File: config.mk
export PLATFORM = sky130hd
export DESIGN_NAME = cfi_lp_ctrl
export DESIGN_NICKNAME = d
export VERILOG_FILES = /design/src/rtl/cfi_lp_ctrl.sv
export SDC_FILE = /design/constraint.sdc
export NUM_CORES = 1
export LEC_CHECK = 0
export ABC_AREA = 1
export CORE_MARGIN = 4
export CORE_UTILIZATION = 47
export CTS_CLUSTER_SIZE = 40
export DETAILED_ROUTE_END_ITERATION = 7
export GPL_ROUTABILITY_DRIVEN = 0
export PLACE_DENSITY = 0.85
export SYNTH_ARGS = -nofsm -noshare
export SYNTH_HDL_FRONTEND = slang
export SYNTH_SLANG_ARGS = --single-unit
File: constraint.sdc
create_clock -name clk_i -period 1.9 [get_ports clk_i]
set_input_delay 0.285 -clock clk_i [delete_from_list [all_inputs] [get_ports clk_i]]
set_output_delay 0.285 -clock clk_i [all_outputs]
set_load 0.005 [all_outputs]
File: src/rtl/cfi_lp_ctrl.sv
// Forward-edge CFI landing-pad controller: owns the LPLR label register and ELP state,
// sequences committed label set/check ops and raises a one-cycle fault on a violation.
module cfi_lp_ctrl #(
    parameter int unsigned LBL_W = 25,
    parameter int unsigned CNT_W = 8
) (
    input  logic             clk_i,
    input  logic             rst_ni,
    input  logic             flush_i,
    input  logic             en_i,
    input  logic             commit_valid_i,
    input  logic [2:0]       commit_op_i,
    input  logic [8:0]       commit_imm_i,
    input  logic             lplr_we_i,
    input  logic [LBL_W-1:0] lplr_wdata_i,
    input  logic             elp_we_i,
    input  logic             elp_wdata_i,
    output logic [LBL_W-1:0] lplr_o,
    output logic             elp_o,
    output logic             fault_o,
    output logic [CNT_W-1:0] fault_cnt_o,
    output logic             busy_o
);

    typedef enum logic [1:0] {
        StNoLp,
        StLpExp,
        StLpOk,
        StFault
    } state_e;

    localparam logic [2:0] OpOther = 3'd0;
    localparam logic [2:0] OpLpsll = 3'd1;
    localparam logic [2:0] OpLpsml = 3'd2;
    localparam logic [2:0] OpLpsul = 3'd3;
    localparam logic [2:0] OpLpcll = 3'd4;
    localparam logic [2:0] OpLpcml = 3'd5;
    localparam logic [2:0] OpLpcul = 3'd6;
    localparam logic [2:0] OpJump  = 3'd7;

    state_e             r_state_q, w_state_d;
    logic [LBL_W-1:0]   r_lplr_q, w_lplr_d;
    logic               r_fault_q, w_fault;
    logic [CNT_W-1:0]   r_cnt_q;
    logic               w_cmt_live;
    logic               w_lo_match, w_mid_match, w_up_match;

    // Commits are dropped while flushing and for the whole time the block sits in FAULT.
    assign w_cmt_live  = commit_valid_i && !flush_i && (r_state_q != StFault);
    assign w_lo_match  = (commit_imm_i == r_lplr_q[8:0]);
    assign w_mid_match = (commit_imm_i[7:0] == r_lplr_q[16:9]);
    assign w_up_match  = (commit_imm_i[7:0] == r_lplr_q[24:17]);

    always_comb begin
        w_state_d = r_state_q;
        w_fault   = 1'b0;
        if (flush_i) begin
            if (r_state_q == StFault) begin
                w_state_d = StNoLp;
            end
        end else if (r_state_q != StFault) begin
            if (!en_i && (r_state_q != StNoLp)) begin
                w_state_d = StNoLp;
            end else if (commit_valid_i) begin
                unique case (r_state_q)
                    StNoLp: begin
                        if (commit_op_i == OpJump && en_i) begin
                            w_state_d = StLpExp;
                        end
                    end
                    StLpExp: begin
                        if (commit_op_i == OpLpcll && w_lo_match) begin
                            w_state_d = StLpOk;
                        end else begin
                            w_state_d = StFault;
                            w_fault   = 1'b1;
                        end
                    end
                    StLpOk: begin
                        unique case (commit_op_i)
                            OpLpcml: begin
                                if (!w_mid_match) begin
                                    w_state_d = StFault;
                                    w_fault   = 1'b1;
                                end
                            end
                            OpLpcul: begin
                                if (!w_up_match) begin
                                    w_state_d = StFault;
                                    w_fault   = 1'b1;
                                end
                            end
                            OpJump:  w_state_d = StLpExp;
                            default: w_state_d = StNoLp;
                        endcase
                    end
                    default: w_state_d = r_state_q;
                endcase
            end else if (elp_we_i) begin
                w_state_d = elp_wdata_i ? StLpExp : StNoLp;
            end
        end
    end

    // CSR write supplies the base; a same-cycle committed set op overrides only its segment.
    always_comb begin
        w_lplr_d = lplr_we_i ? lplr_wdata_i : r_lplr_q;
        if (w_cmt_live) begin
            unique case (commit_op_i)
                OpLpsll: w_lplr_d[8:0]   = commit_imm_i;
                OpLpsml: w_lplr_d[16:9]  = commit_imm_i[7:0];
                OpLpsul: w_lplr_d[24:17] = commit_imm_i[7:0];
                OpOther, OpLpcll, OpLpcml, OpLpcul, OpJump: ;
                default: ;
            endcase
        end
    end

    always_ff @(posedge clk_i or negedge rst_ni) begin
        if (!rst_ni) begin
            r_state_q <= StNoLp;
            r_lplr_q  <= '0;
            r_fault_q <= 1'b0;
            r_cnt_q   <= '0;
        end else begin
            r_state_q <= w_state_d;
            r_lplr_q  <= w_lplr_d;
            r_fault_q <= w_fault;
            if (w_fault && (r_cnt_q != {CNT_W{1'b1}})) begin
                r_cnt_q <= r_cnt_q + {{(CNT_W-1){1'b0}}, 1'b1};
            end
        end
    end

    assign lplr_o      = r_lplr_q;
    assign elp_o       = (r_state_q == StLpExp);
    assign busy_o      = (r_state_q == StFault);
    assign fault_o     = r_fault_q;
    assign fault_cnt_o = r_cnt_q;

endmodule
==> flow_summary.toml <==
[critical_path]
startpoint_type = "flop"
rr_worst_depth = 8
path_class = "flop to flop"
reg2reg_setup_slack_ps = 9
crit_path_max_fanout = 8
cp.required_ps = 2080
r2r-end = "lplr_o[20]$_DFF_PN0_"
end_kind = "flop"
arrival_ps = 2070
r2r_start = "r_state_q[0]$_DFFE_PN0P_"

[yosys]
synth_mux_area_share_pct = 4.80
synth-simple-area-share_pct = 29.3
synth_top_family_by_area = "simple AND/OR/NAND/NOR gates"
synth-xor-area-share_pct = 5.95
synth_fa_ha_area_share_pct = 2.50
seq_area_frac_synth_pct = 36.0
synth-seq-cells = 36
ys_types = 34
synth_compound_area_share_pct = 13.6
yosysWarnings = 0
syn-num-nets = 382
postSynthCellCount = 332
synth_area_sq_mm = 0.00250
avgSynthCellArea_sq_um = 7.53

[place]
dp_hpwl_mm = 5.46
placed_area_sq_mm = 0.00352
place_inst = 497
pre_cts_slack_ps = -170
io_buffers = 80

[global_routing]
grt_pass1_vias = 2529
grt_antenna_before_repair = 0
grt_pass1_wl_mm = 11.8
grt_max_degree = 39
grt_overflow = 0
grtUsageTotal_pct = 23.3

[drt]
wl_per_cell_um = 15.1
dr_wl_met3_um = 514
antenna_left = 0
drc = 0
drt-met1-wl_mm = 3.07
drt_iter0_drc = 180
finalWirelength_mm = 7.65
drt_first_pass_iters = 4
top_layer_used = "met4"
viasPerCell = 5.17
num_vias = 2626
dr_wl_met2_mm = 3.92

[timing]
relSlewSlack_pct = 68.5
rsz0062_at_grt = "yes"
timing.final.ws_setup_ps = 9.23
period_needed_ps = 1890
hold_ws_ps = 23.6
post-route-period-util_pct = 99.5
worstMarginPinSlew_ps = 473
fmax_ghz = 0.529
drv_slew = 0
hold_viol_final = 0
clock_skew_ps = 8.20
finalSetupViolations = 0

[final_layout]
layout-drive-gt1-share_pct = 18.0
layout_common_cells = "nand2_1, clkdlybuf4s50_1, dfrtp_1, buf_4, inv_1"
area_delta_synth_final_pct = 48.6
layout_commonest_cell = "nand2_1"
stdcell_area_sq_mm = 0.00372
insertedDiodeCount = 0
fin_nets = 487
fin_cells = 508

[pwr]
ir_worst_vdd_mv = 0.468
p_leak_nw = 1.76
power.density_mw_per_mm2 = 620

[floorplan]
die_w_um = 81.0
start_util_pct = 48.7
coreArea_sq_mm = 0.00514
chipHeight_um = 81.0
ioPinCount = 81
die-area_sq_mm = 0.00655
core.rowCount = 26

[clock_tree]
insertion_delay_ps = 290
clk_pin_slew_ps = 80
h-tree-depth = 2
root_buffer = "clkbuf_8"
cts_tree = "built"
ctsLongestPathBuffers = 2
cts_sinks = 36
numCtsBuffers = 5
ctsHoldBuffers = 0

[hold_path]
hp-class = "input pin to asynchronous set/reset pin"

[outcome]
outcome = "complete, no violations"

[job]
drv_cap = 0
==> per-layer routing <==
metal	vias to the layer above	GRT usage [%]
met4	0	6.59
met3	17	4.43
met1	1224	28.7
met2	107	41.5
met5	-	0
li1	1278	-
==> worst max-delay path, cell delays in order (launching register included) <==
cell,delay (ps)
dfrtp_1,390
ha_2,190
or2_1,250
or2_4,260
nor2_4,180
buf_6,130
nand3_4,170
nor2_1,170
a21oi_2,40
==> cells by family (layout without fill, tap and decap cells) <==
kind of cell,count (synthesis),after routing
compound gates,55,55
xor+xnor,17,17
fa+ha+maj,5,5
buf+inv,44,149
flops,36,36
mux,12,12
simple gates,163,164
==> per-stage QoR <==
stage | utilization [%] | setup TNS [ps] | total power (W)
after global routing | 72.3 | -623 | 0.00243
final | 72.3 | 0 | 0.00230
after floorplan | - | 0 | 0.00129
after detailed placement | 68.5 | -1630 | 0.00171
after CTS | 70.5 | 0 | 0.00228
after global placement | 68.5 | -969 | 0.00168
==> worst max-delay path by stage <==
stage                                            end  slack, ps  depth (start not counted)                     start
final                           lplr_o[20]$_DFF_PN0_          9                          8  r_state_q[0]$_DFFE_PN0P_
after global routing            lplr_o[20]$_DFF_PN0_        -70                          8  r_state_q[1]$_DFFE_PN0P_
after CTS                        lplr_o[8]$_DFF_PN0_         10                          8  r_state_q[0]$_DFFE_PN0P_
after detailed placement  fault_cnt_o[0]$_DFFE_PN0P_       -170                         12           commit_imm_i[3]
after global placement    fault_cnt_o[6]$_DFFE_PN0P_       -100                         12           commit_imm_i[3]
after floorplan           fault_cnt_o[4]$_DFFE_PN0P_        130                          7  r_state_q[0]$_DFFE_PN0P_
==> flip-flops by register name (all words and copies together) (netlist names) <==
signal	count
fault_cnt_o	8
lplr_o	25
r_state_q	2
fault_o	1
==> Yosys cell counts, drive strengths merged <==
master / number / area, sq um
buf: 9 / 63.8
clkinv: 2 / 8.75
a21boi: 1 / 7.51
or2: 2 / 15.0
ha: 5 / 62.6
clkbuf: 2 / 7.51
a21oi: 17 / 119
nand4: 10 / 62.6
xnor2: 12 / 105
a211oi: 1 / 7.51
xor2: 5 / 43.8
o21ai: 36 / 206
inv: 31 / 116
nor2: 31 / 126
dfrtp: 36 / 901
nand3: 11 / 85.1
nand2: 105 / 412
nor3: 4 / 31.3
mux2i: 12 / 120
==> cell type report <==
| class | instances | area, sq um |
|---|---|---|
| fillers | 405 | 1420 |
| clock buffers | 6 | 82.6 |
| flip-flops and latches | 36 | 901 |
| clock inverters | 2 | 10.0 |
| repair buffers | 108 | 1040 |
| multi-input cells | 253 | 1470 |
| well taps | 70 | 87.6 |
| inverters | 33 | 125 |
==> timing repair <==
| item | in CTS | in global routing |
|---|---|---|
| gates resized for setup | 3 | 20 |
| buffers inserted | 0 | 2 |
| hold endpoints to repair | 0 | 0 |
| setup endpoints to repair | 1 | 19 |
| pin swaps | 0 | 4 |
| cloned | 0 | 1 |
==> report_power, final <==
group / internal (W) / leakage [nW] / switching (W)
Clock: 0.000289 / 0.0510 / 0.000280
Combinational: 0.000425 / 1.26 / 0.000379
Sequential: 0.000846 / 0.448 / 0.0000856
Total: 0.00156 / 1.76 / 0.000744
(Power assumes the default switching activity.)
